**config.mk**
```make
export PLATFORM = sky130hd
export DESIGN_NAME = fifo_pll_gen2
export DESIGN_NICKNAME = d
export VERILOG_FILES = /design/src/rtl/fifo_pll_pkg.sv /design/src/rtl/fifo_pll_gen2_mem.sv /design/src/rtl/fifo_pll_gen2.sv
export SDC_FILE = /design/constraint.sdc
export NUM_CORES = 1
export LEC_CHECK = 0
export CORE_MARGIN = 2
export CORE_UTILIZATION = 62
export DETAILED_ROUTE_END_ITERATION = 12
export DONT_BUFFER_PORTS = 1
export HOLD_SLACK_MARGIN = 0.1
export PLACE_DENSITY = 0.78
export SLEW_MARGIN = 20
export SYNTH_ARGS = -nofsm -noshare
export SYNTH_HDL_FRONTEND = slang
export SYNTH_SLANG_ARGS = --single-unit
```
**constraint.sdc**
```tcl
create_clock -name clk -period 3.6 [get_ports clk]
set_clock_uncertainty 0.1 [all_clocks]
set_input_delay 0.54 -clock clk [delete_from_list [all_inputs] [get_ports clk]]
set_output_delay 0.54 -clock clk [all_outputs]
set_load 0.005 [all_outputs]
```
**src/rtl/fifo_pll_pkg.sv**
```systemverilog
// rtl/fifo_pll_pkg.sv - shared defaults and width derivation for the fifo_pll_gen2 block
//
// Purpose : holds the default data width and depth, and the functions that
//           derive pointer and fill-level widths from a depth.
// Ports   : none (package)
package fifo_pll_pkg;

    localparam int DEFAULT_WIDTH = 16;
    localparam int DEFAULT_DEPTH = 8;

    // Pointer width: addresses 0..depth-1. Depth is a power of two, so
    // pointers wrap by natural overflow.
    function automatic int ptr_w(input int depth);
        return $clog2(depth);
    endfunction

    // Fill-level width: one extra bit so that 0..depth fits.
    function automatic int lvl_w(input int depth);
        return $clog2(depth) + 1;
    endfunction

endpackage

```
**src/rtl/fifo_pll_gen2_mem.sv**
```systemverilog
// rtl/fifo_pll_gen2_mem.sv - FIFO storage array, one write port and one synchronous read port
//
// Purpose : plain register array with no reset. A read and a write to the
//           same address in one cycle return the old contents.
// Ports   : clk      - clock
//           wr_en    - write strobe
//           wr_addr  - write address
//           wr_data  - write data
//           rd_en    - read strobe; rd_data updates only when set
//           rd_addr  - read address
//           rd_data  - registered read data, held when rd_en is low
module fifo_pll_gen2_mem #(
    parameter int WIDTH = 16,
    parameter int DEPTH = 8,
    parameter int AW    = 3
) (
    input  logic             clk,
    input  logic             wr_en,
    input  logic [AW-1:0]    wr_addr,
    input  logic [WIDTH-1:0] wr_data,
    input  logic             rd_en,
    input  logic [AW-1:0]    rd_addr,
    output logic [WIDTH-1:0] rd_data
);

    logic [WIDTH-1:0] mem [DEPTH];

    always_ff @(posedge clk) begin
        if (wr_en) begin
            mem[wr_addr] <= wr_data;
        end
        if (rd_en) begin
            rd_data <= mem[rd_addr];
        end
    end

endmodule

```
**src/rtl/fifo_pll_gen2.sv**
```systemverilog
// rtl/fifo_pll_gen2.sv - synchronous FIFO with registered read data and level flags
//
// Purpose : single-clock FIFO, no fall-through. An accepted read presents
//           the oldest word on data_out one cycle later with a one-cycle
//           data_valid pulse. Optional sticky overflow/underflow flags are
//           compiled in when FIFO_PLL_GEN2_ERR_EN is defined.
// Ports   : clk, rst            - clock, synchronous active-high reset
//           write_enable/data_in - write request and data
//           read_enable          - read request
//           data_out/data_valid  - registered read data and its strobe
//           fifo_full/fifo_empty/almost_full/almost_empty - level flags
//           fill_level           - occupancy 0..DEPTH
//           err_clear/overflow/underflow - only with FIFO_PLL_GEN2_ERR_EN
module fifo_pll_gen2
    import fifo_pll_pkg::*;
#(
    parameter int WIDTH         = DEFAULT_WIDTH,
    parameter int DEPTH         = DEFAULT_DEPTH,
    parameter int AFULL_THRESH  = DEPTH - 2,
    parameter int AEMPTY_THRESH = 2
) (
    input  logic                    clk,
    input  logic                    rst,
    input  logic                    write_enable,
    input  logic [WIDTH-1:0]        data_in,
    input  logic                    read_enable,
    output logic [WIDTH-1:0]        data_out,
    output logic                    data_valid,
    output logic                    fifo_full,
    output logic                    fifo_empty,
    output logic                    almost_full,
    output logic                    almost_empty,
`ifdef FIFO_PLL_GEN2_ERR_EN
    input  logic                    err_clear,
    output logic                    overflow,
    output logic                    underflow,
`endif
    output logic [lvl_w(DEPTH)-1:0] fill_level
);

    localparam int PTR_W = ptr_w(DEPTH);
    localparam int LVL_W = lvl_w(DEPTH);

    localparam logic [LVL_W-1:0] FULL_LVL   = LVL_W'(DEPTH);
    localparam logic [LVL_W-1:0] AFULL_LVL  = LVL_W'(AFULL_THRESH);
    localparam logic [LVL_W-1:0] AEMPTY_LVL = LVL_W'(AEMPTY_THRESH);

    logic [PTR_W-1:0] wr_ptr;
    logic [PTR_W-1:0] rd_ptr;
    logic [WIDTH-1:0] mem_rdata;
    // The storage has no reset, so after reset data_out is forced to zero
    // until the first accepted read reloads the read register.
    logic             out_clr;
    logic             rd_acc;
    logic             wr_acc;

    assign fifo_full    = (fill_level == FULL_LVL);
    assign fifo_empty   = (fill_level == '0);
    assign almost_full  = (fill_level >= AFULL_LVL);
    assign almost_empty = (fill_level <= AEMPTY_LVL);

    assign rd_acc = read_enable && !fifo_empty;
    assign wr_acc = write_enable && (!fifo_full || rd_acc);

    assign data_out = out_clr ? '0 : mem_rdata;

    fifo_pll_gen2_mem #(
        .WIDTH (WIDTH),
        .DEPTH (DEPTH),
        .AW    (PTR_W)
    ) u_mem (
        .clk     (clk),
        .wr_en   (wr_acc && !rst),
        .wr_addr (wr_ptr),
        .wr_data (data_in),
        .rd_en   (rd_acc && !rst),
        .rd_addr (rd_ptr),
        .rd_data (mem_rdata)
    );

    always_ff @(posedge clk) begin
        if (rst) begin
            wr_ptr     <= '0;
            rd_ptr     <= '0;
            fill_level <= '0;
            data_valid <= 1'b0;
            out_clr    <= 1'b1;
        end else begin
            data_valid <= rd_acc;
            if (rd_acc) begin
                rd_ptr  <= rd_ptr + PTR_W'(1);
                out_clr <= 1'b0;
            end
            if (wr_acc) begin
                wr_ptr <= wr_ptr + PTR_W'(1);
            end
            if (wr_acc && !rd_acc) begin
                fill_level <= fill_level + LVL_W'(1);
            end else if (rd_acc && !wr_acc) begin
                fill_level <= fill_level - LVL_W'(1);
            end
        end
    end

`ifdef FIFO_PLL_GEN2_ERR_EN
    // Sticky error flags; a new error in the clear cycle keeps the flag set.
    always_ff @(posedge clk) begin
        if (rst) begin
            overflow  <= 1'b0;
            underflow <= 1'b0;
        end else begin
            if (write_enable && !wr_acc) begin
                overflow <= 1'b1;
            end else if (err_clear) begin
                overflow <= 1'b0;
            end
            if (read_enable && !rd_acc) begin
                underflow <= 1'b1;
            end else if (err_clear) begin
                underflow <= 1'b0;
            end
        end
    end
`endif

endmodule

```
==> qor.yml, run 1 <==
run_status:
  status: "complete, no violations"
floorplanning:
  num_io_pins: 45
  rows: 36
  dieHeight_um: 103
  dieArea_um2: 10600
  core_um2: 9640
  die_w_um: 103
  start_util: 0.631
logic_synthesis:
  synth_top_cells_by_count: "edfxtp_1 (144), mux4_2 (32), nor2b_1 (17)"
  yosysMostFrequentCell: "edfxtp_1"
  ys.flop_type: "edfxtp_1"
  synth_seq_cells: 156
  synth_area_leader_cell: "edfxtp_1"
  synth_warnings: 0
  synth_cell_types: 34
  yosysSeqAreaShare: 0.751
  synth_edf_count: 144
  synth_area_leaders: "edfxtp_1 (71%), mux4_2 (12%), dfxtp_1 (4.0%)"
  syn_avg_cell_area_um2: 20.5
  yosysTopAreaCellShare: 0.711
  synth_fp_nets: 323
  synth_cells: 297
  ys_async_sr_fraction: 0
  syn_area_um2: 6080
critical_path:
  critPathLaunchType: "flop"
  cp_data_arrival_time_ns: 3.35
  cp_num_cells: 10
  crit_slowest_cell: "or4b_4"
  cp_num_buf_inv: 2
  worstSetupPathType: "flop to flop"
  cpPeakStageDelay_ns: 0.54
  r2r_cells: 10
  worstPathRequired_ns: 3.90
  endpoint_kind: "flop"
  path_cells: "or4b_4 -> o21ai_4 -> inv_2 -> ha_1 -> inv_1 -> ha_1 -> a21oi_1 -> a211oi_1 -> a31oi_1 -> mux2_1"
  cp_max_fo: 8
  critPathTopFamily: "compound AO/OA/AOI/OAI gates"
  cpMostUsedCell: "ha_1"
placement:
  dp_slack_ns: 0.559
  dp_hpwl_um: 6020
  io_buffers: 0
  place_congestion: 0.787
  placedCellCount: 427
timing:
  final.min_clock_period_ns: 3.04
  worstMarginPinSlew_ns: 1.05
  slew_headroom: 0.300
  rsz0062_at_grt: "false"
  finalCritPeriodShare: 0.845
  finalWorstSetupSlack_ns: 0.558
  setup_viol: 0
  hold_violations: 0
  drv_slew: 0
  fmaxAchievable_mhz: 329
  setup-tns-final_ns: 0
layout:
  num_antenna_cells: 0
  area_growth_pct: 16.8
  finalNetCount: 357
  num-fill-cells: 575
  instances_no_fill: 477
  drive_gt1_frac: 0.294
drt:
  drt_pass1_iterations: 4
  wl_met3_um: 789
  drc_errors: 0
  wl_met2_um: 5690
  top_layer_used: "met4"
  wl_met1_um: 4370
  final_antenna_net_count: 0
  via_per_inst: 5.93
  wl_per_cell_um: 23.0
  drt_wl_total_um: 11000
  drtIter0Drc: 195
  vias: 2829
cts:
  clockBufferDepth: 2
  root_buffer: "clkbuf_8"
  clk_latency_ns: 0.52
  htree_levels: 4
  cts_setup_buffers: 0
  path_clk_slew_ns: 0.06
  cts_buffers: 17
  clkSinkCount: 156
  cts_tree: "done"
power_and_ir_drop:
  total_power_w: 0.00489
  net-switching-power_w: 0.00118
  power_density_nw_per_um2: 689
  clock_power_share: 0.372
  p_leak_nw: 2.28
  cellInternalPower_w: 0.00371
  power_frac_comb: 0.166
  switching_share: 0.242
  seqPwrFrac: 0.463
  ir_drop_v: 0.000421
job:
  cap_violations: 0
global_route:
  grt_max_degree: 35
  grt_pass1_vias: 2845
  antenna_found_initial: 0
  grt_usage: 0.226
  grt_pass1_wl_um: 16400
  overflow: 0
hold_path:
  hold_path_class: "input pin to flop"
  whs_path_depth: 2
-- layout by cell type, fill, tap and decap left out, types with 4 or more instances in the layout --
cell,synthesis,final
mux4_2,32,32
dfxtp_1,12,11
buf_4,3,10
bufinv_16,0,4
clkbuf_16,0,16
clkinv_4,0,4
dlygate4sd3_1,0,18
nor2b_1,17,17
nand2_1,4,4
edfxtp_1,144,144
mux2_2,16,16
nor2_1,16,16
ha_1,5,5
-- routing by layer --
metal,track usage,up-vias
met5,0,-
met4,0.0850,0
met3,0.0617,10
met2,0.365,113
met1,0.298,1444
li1,-,1262
-- worst register-to-register path, stage by stage, from the launching register on --
cell,delay (ns)
dfxtp_1,0.50
or4b_4,0.54
o21ai_4,0.26
inv_2,0.11
ha_1,0.21
inv_1,0.13
ha_1,0.29
a21oi_1,0.18
a211oi_1,0.09
a31oi_1,0.19
mux2_1,0.33
-- final cells by class --
type | count | area [um^2] | share of cell area
well taps | 133 | 166 | 0.0234
clock inverters | 15 | 198 | 0.0278
clock buffers | 17 | 414 | 0.0583
flip-flops and latches | 156 | 4570 | 0.643
multi-input cells | 123 | 1470 | 0.207
inverters | 4 | 15.0 | 0.00211
repair buffers | 29 | 275 | 0.0388
-- per-stage QoR --
step | area [um^2] | util | hold slack (ns)
2_1_floorplan | 6080 | - | 0.414
3_3_place_gp | 6310 | 0.654 | 0.481
3_5_place_dp | 6310 | 0.654 | 0.494
4_1_cts | 7100 | 0.737 | 0.122
5_1_grt | 7100 | 0.737 | 0.149
6_report | 7100 | 0.737 | 0.144
-- power groups by stage --
| stage | combinational [W] | sequential (W) | clock, W |
|---|---|---|---|
| after floorplan | 0.000712 | 0.00221 | 0 |
| after CTS | 0.000826 | 0.00227 | 0.00185 |
| after detailed placement | 0.000785 | 0.00231 | 0 |
| after global routing | 0.000883 | 0.00229 | 0.00192 |
| final | 0.000809 | 0.00226 | 0.00182 |
| after global placement | 0.000764 | 0.00230 | 0 |
-- state kept, by name (all words and copies together) (netlist names) --
register       count
fill_level         4
u_mem.mem        128
wr_ptr             3
out_clr            1
u_mem.rd_data     16
rd_ptr             3
data_valid         1
-- final timing paths --
kind,startpoint,endpoint,slack (ns)
hold / removal,rst,fill_level[3]$_SDFFE_PP0P_,0.14
setup / recovery,fill_level[3]$_SDFFE_PP0P_,fill_level[3]$_SDFFE_PP0P_,0.56
setup reg to reg,fill_level[3]$_SDFFE_PP0P_,fill_level[3]$_SDFFE_PP0P_,0.56
hold reg to reg,wr_ptr[1]$_SDFFE_PP0N_,wr_ptr[1]$_SDFFE_PP0N_,0.52
-- kinds of logic after synthesis --
kind of cell             after synthesis  share of synthesized area
flip-flops                           156                      0.751
adder cells (fa/ha/maj)                6                     0.0136
multiplexers                          51                      0.153
XOR/XNOR                               5                    0.00721
AND/OR/NAND/NOR                       49                     0.0432
buffers and inverters                 18                     0.0134
AO/OA/AOI/OAI                         12                     0.0183
-- what timing repair did --
action | in CTS | in global routing
hold endpoints to repair | 139 | 0
gates resized for setup | 0 | 0
hold buffers | 18 | 0
Power figures use the tool's default switching activity.
==> run 2, diff against run 1 <==
Clock period 3.6 ns to 3.1 ns, I/O delays scaled along.
==> run 2 against run 1 <==
  * Sequential cell count unchanged
  * Final area decreased by 0.25%
  * Register-to-register slack got worse by 0.32 ns
  * Critical endpoint unchanged
  * Total power increased by 11%
  * First-iteration DRC count increased by 3.1%
  * Clock power about the same
  * Fmax increased by 6.4%
  * Global-route usage increased by 0.19 points
  * Utilization decreased by 0.18 points
  * Sequential power increased by 12%
  * Routed wire length decreased by 1.3%
  * Worst setup slack got worse by 0.32 ns
  * Largest cell class unchanged
==> qor.yml, run 2 (synthesis gave the netlist of run 1 again) <==
run_status:
  status: "complete, no violations"
power_and_ir_drop:
  ir_drop_v: 0.000681
  p_leak_nw: 2.28
  power_density_nw_per_um2: 769
critical_path:
  endpoint_kind: "flop"
  r2r_cells: 10
  cp_data_arrival_time_ns: 3.17
  worstPathRequired_ns: 3.41
  r2r_end: "fill_level[3]$_SDFFE_PP0P_"
  critPathLaunch: "fill_level[0]$_SDFFE_PP0P_"
  cp_max_fo: 6
  crit_path_end: "fill_level[3]$_SDFFE_PP0P_"
  reg2reg_slack_ns: 0.24
  r2r-start: "fill_level[0]$_SDFFE_PP0P_"
  critPathLaunchType: "flop"
  worstSetupPathType: "flop to flop"
timing:
  setup_viol: 0
  slew_headroom: 0.340
  hold-worst-slack_ns: 0.143
  worstMarginPinSlew_ns: 0.988
  rsz0062_at_grt: "false"
  finalCritPeriodShare: 0.923
  fmaxAchievable_mhz: 350
  finalWorstSetupSlack_ns: 0.239
  final.min_clock_period_ns: 2.86
  setup-tns-final_ns: 0
  drv_slew: 0
  hold_violations: 0
layout:
  area_growth_pct: 16.5
  num-fill-cells: 573
  largest-register: "u_mem.mem"
  largest_reg_flops: 128
  utilization: 0.735
  reg_top3: "u_mem.mem: 128 flops, u_mem.rd_data: 16 flops, fill_level: 4 flops"
  layout_commonest_cell: "edfxtp_1"
  layout_common_cells: "edfxtp_1 (144), mux4_2 (32), dlygate4sd3_1 (19)"
  final_area_um2: 7080
  drive_gt1_frac: 0.306
  num_antenna_cells: 0
  finalNetCount: 366
global_route:
  grt_max_degree: 21
  grt_pass1_wl_um: 16500
  overflow: 0
  grt_usage: 0.228
  grt_pass1_vias: 2865
  antenna_found_initial: 0
placement:
  dp_hpwl_um: 6080
  dp_slack_ns: 0.261
  io_buffers: 0
  place_congestion: 0.848
  place_area_um2: 6370
drt:
  vias: 2877
  final_antenna_net_count: 0
  drt_pass1_iterations: 4
  via_per_inst: 5.92
  drtIter0Drc: 201
  drc_errors: 0
  drt_wl_total_um: 10800
  wl_per_cell_um: 22.3
cts:
  cts_setup_buffers: 0
  ctsHoldBuffers: 19
  clockBufferDepth: 2
  clkSinkCount: 156
  clk_latency_ns: 0.52
  cts_buffers: 17
  cts_tree: "done"
  root_buffer: "clkbuf_8"
  htree_levels: 4
  path_clk_slew_ns: 0.06
  cts_resized: 0
floorplanning:
  die_w_um: 103
  dieHeight_um: 103
  core_um2: 9640
  num_io_pins: 45
  dieArea_um2: 10600
  start_util: 0.631
  rows: 36
job:
  cap_violations: 0
hold_path:
  hold_path_class: "input pin to flop"
  whs_path_depth: 3
run 2: how the worst min path moves through the flow:
stage                     slack [ns]                endpoint              startpoint
after floorplan                 0.41  wr_ptr[1]$_SDFFE_PP0N_  wr_ptr[1]$_SDFFE_PP0N_
after global placement          0.43  rd_ptr[0]$_SDFFE_PP0N_                     rst
after detailed placement        0.43  rd_ptr[0]$_SDFFE_PP0N_                     rst
after CTS                       0.11  wr_ptr[2]$_SDFFE_PP0N_            write_enable
after global routing            0.15  wr_ptr[0]$_SDFFE_PP0N_                     rst
final                           0.14  wr_ptr[2]$_SDFFE_PP0N_            write_enable
run 2: metrics by stage:
step	instances	power, W
global route	486	0.00568
floorplan	297	0.00340
CTS	486	0.00551
global placement	435	0.00362
finish	486	0.00545
detailed placement	435	0.00365
run 2: area by class of cell:
type,instances,area (um^2),area share
inverters,4,15.0,0.00212
flip-flops and latches,156,4570,0.645
clock inverters,13,103,0.0145
repair buffers,38,345,0.0488
clock buffers,19,422,0.0595
multi-input cells,123,1470,0.207
well taps,133,166,0.0235
run 2: power by group:
part	internal, W	total (W)	switching [W]
logic	0.000583	0.00109	0.000510
registers	0.00246	0.00254	0.0000853
clock network	0.00105	0.00181	0.000760
total	0.00409	0.00545	0.00136
run 2: routing by layer:
metal,vias to the layer above,share of wire,track usage
met2,75,0.52,0.367
met4,0,0.014,0.0810
li1,1277,-,-
met5,-,0,0
met3,14,0.046,0.0583
met1,1511,0.42,0.307
run 2: critical path, cell delays in order (launching register included):
cell      delay, ns
dfxtp_1        0.31
or4b_4         0.56
o21ai_4        0.26
inv_2          0.11
ha_1           0.20
inv_1          0.13
ha_1           0.29
a21oi_1        0.19
a211oi_1       0.10
a31oi_1        0.16
mux2_1         0.33
==> run 3, diff against run 2 <==
Settings changed: ABC_AREA from default to 1, CORE_UTILIZATION 62 to 63, PLACE_DENSITY 0.78 to 0.79.
==> run 3 against run 2 <==
  * Register-to-register slack improved by 0.53 ns
  * Area after synthesis rose by 5.9%
  * Combinational power up 13%
  * Largest cell class unchanged
==> qor.yml, run 3 <==
power_and_ir_drop:
  ir_drop_v: 0.000691
  clock_power_share: 0.371
  net-switching-power_w: 0.00182
  switching_share: 0.303
  power_density_nw_per_um2: 818
  seqPwrFrac: 0.425
  power_frac_comb: 0.204
  p_leak_nw: 2.84
  total_power_w: 0.00602
  cellInternalPower_w: 0.00420
logic_synthesis:
  synth_edf_count: 144
  yosysTopAreaCellShare: 0.672
  synth_seq_cells: 156
  synth_top_cells_by_count: "nor2_1 (166), edfxtp_1 (144), nand2_1 (102)"
  ys.flop_type: "edfxtp_1"
  yosysSeqAreaShare: 0.709
  synth_fp_nets: 611
  synth_area_leader_cell: "edfxtp_1"
  syn_avg_cell_area_um2: 11.0
  yosysMostFrequentCell: "nor2_1"
  synth_area_leaders: "edfxtp_1 (67%), nor2_1 (9.7%), nand2_1 (5.9%)"
  syn_area_um2: 6430
  synth_warnings: 0
  ys_async_sr_fraction: 0
  synth_cell_types: 22
  synth_cells: 585
critical_path:
  worstSetupPathType: "flop to flop"
  cpPeakStageDelay_ns: 0.38
  cp_max_fo: 7
  path_cells: "nor2_1 -> nand4_2 -> nand2_1 -> inv_1 -> ha_1 -> inv_1 -> ha_1 -> or2_2 -> nand3_1 -> nand3_1 -> nand2_1 -> inv_1"
  cp_data_arrival_time_ns: 2.67
  cp_num_buf_inv: 3
  worstPathRequired_ns: 3.44
  critPathLaunchType: "flop"
  endpoint_kind: "flop"
  crit_slowest_cell: "dfxtp_1"
  cpMostUsedCell: "inv_1"
  critPathTopFamily: "simple AND/OR/NAND/NOR gates"
layout:
  drive_gt1_frac: 0.0789
  utilization: 0.745
  layout_common_cells: "nor2_1 (166), edfxtp_1 (144), nand2_1 (102)"
  reg_top3: "u_mem.mem: 128 flops, u_mem.rd_data: 16 flops, fill_level: 4 flops"
  num-fill-cells: 612
  layout_commonest_cell: "nor2_1"
  multiInputGateArea_um2: 1560
  num_antenna_cells: 0
  area_growth_pct: 14.3
  seq_area_um2: 4570
  largest_reg_flops: 128
  largest-register: "u_mem.mem"
  finalNetCount: 634
  final_area_um2: 7350
cts:
  cts_tree: "done"
  clkSinkCount: 156
  clockBufferDepth: 2
  htree_levels: 4
  root_buffer: "clkbuf_8"
  clk_latency_ns: 0.53
  path_clk_slew_ns: 0.07
  cts_resized: 0
  cts_setup_buffers: 0
  cts_buffers: 17
placement:
  place_area_um2: 6530
  dp_hpwl_um: 6800
  place_congestion: 0.820
  io_buffers: 0
timing:
  hold_violations: 0
  rsz0062_at_grt: "false"
  final.min_clock_period_ns: 2.33
  fmaxAchievable_mhz: 429
  drv_slew: 0
  setup-tns-final_ns: 0
  hold-worst-slack_ns: 0.125
  slew_headroom: 0.267
  setup_viol: 0
  worstMarginPinSlew_ns: 1.09
  finalCritPeriodShare: 0.752
floorplanning:
  dieHeight_um: 105
  num_io_pins: 45
  die_w_um: 105
  rows: 36
  start_util: 0.652
  core_um2: 9860
  dieArea_um2: 11000
global_route:
  grt_pass1_wl_um: 20200
  grt_max_degree: 67
  grt_usage: 0.247
  overflow: 0
  antenna_found_initial: 0
  grt_pass1_vias: 3900
drt:
  drt_wl_total_um: 13000
  drc_errors: 0
  drt_pass1_iterations: 5
  drtIter0Drc: 280
  via_per_inst: 5.53
  wl_per_cell_um: 17.2
  vias: 4166
  final_antenna_net_count: 0
hold_path:
  hold_path_class: "input pin to flop"
run_status:
  status: "complete, no violations"
job:
  cap_violations: 0
run 3: final timing paths:
path	slack [ns]	cells past startpoint	startpoint	end
worst min register to register	0.46	2	wr_ptr[0]$_SDFFE_PP0N_	wr_ptr[0]$_SDFFE_PP0N_
worst max register to register	0.77	12	fill_level[0]$_SDFFE_PP0P_	fill_level[3]$_SDFFE_PP0P_
worst max-delay path	0.77	12	fill_level[0]$_SDFFE_PP0P_	fill_level[3]$_SDFFE_PP0P_
worst min-delay path	0.12	2	read_enable	data_valid$_SDFF_PP0_
run 3: per-layer routing:
layer,part of all wire,global-route usage,vias up
met3,0.069,0.0636,15
met4,0.014,0.0952,0
met1,0.42,0.321,1968
met2,0.50,0.400,180
li1,-,-,2003
met5,0,0,-
run 3: metrics by stage:
stage / setup WS, ns / instances
detailed placement: 0.801 / 704
floorplan: 1.02 / 585
finish: 0.768 / 754
global placement: 0.929 / 704
CTS: 0.792 / 754
global route: 0.562 / 754
run 3: kinds of logic (layout without fill, tap and decap cells):
logic type | after synthesis | in the layout | share of synthesized area
fa+ha+maj | 6 | 6 | 0.0128
compound gates | 79 | 79 | 0.0614
buf+inv | 64 | 100 | 0.0476
xor+xnor | 2 | 2 | 0.00272
flops | 156 | 156 | 0.709
simple gates | 278 | 278 | 0.166
run 3: power groups by stage:
stage,registers [W],logic [W],clock network [W]
after floorplan,0.00257,0.000983,0
after global placement,0.00260,0.00112,0
after detailed placement,0.00261,0.00117,0
after CTS,0.00256,0.00122,0.00225
after global routing,0.00257,0.00140,0.00233
final,0.00256,0.00123,0.00223
run 3: what timing repair did:
item	4_1_cts	5_1_grt
hold endpoints to repair	134	0
endpoints found under the setup margin	0	0
hold buffers	18	0
run 3: final cells by class:
cell class | instances | area share
well taps | 133 | 0.0226
repair buffers | 31 | 0.0378
clock buffers | 17 | 0.0563
multi-input cells | 365 | 0.213
clock inverters | 15 | 0.0306
flip-flops and latches | 156 | 0.621
inverters | 37 | 0.0189
run 3: worst reg2reg max path, delay by kind of cell (launching register included):
kind                     cells  cell delay, ns
adder cells (fa/ha/maj)      2            0.47
buffers and inverters        3            0.23
flip-flops                   1            0.38
AND/OR/NAND/NOR              7            1.05
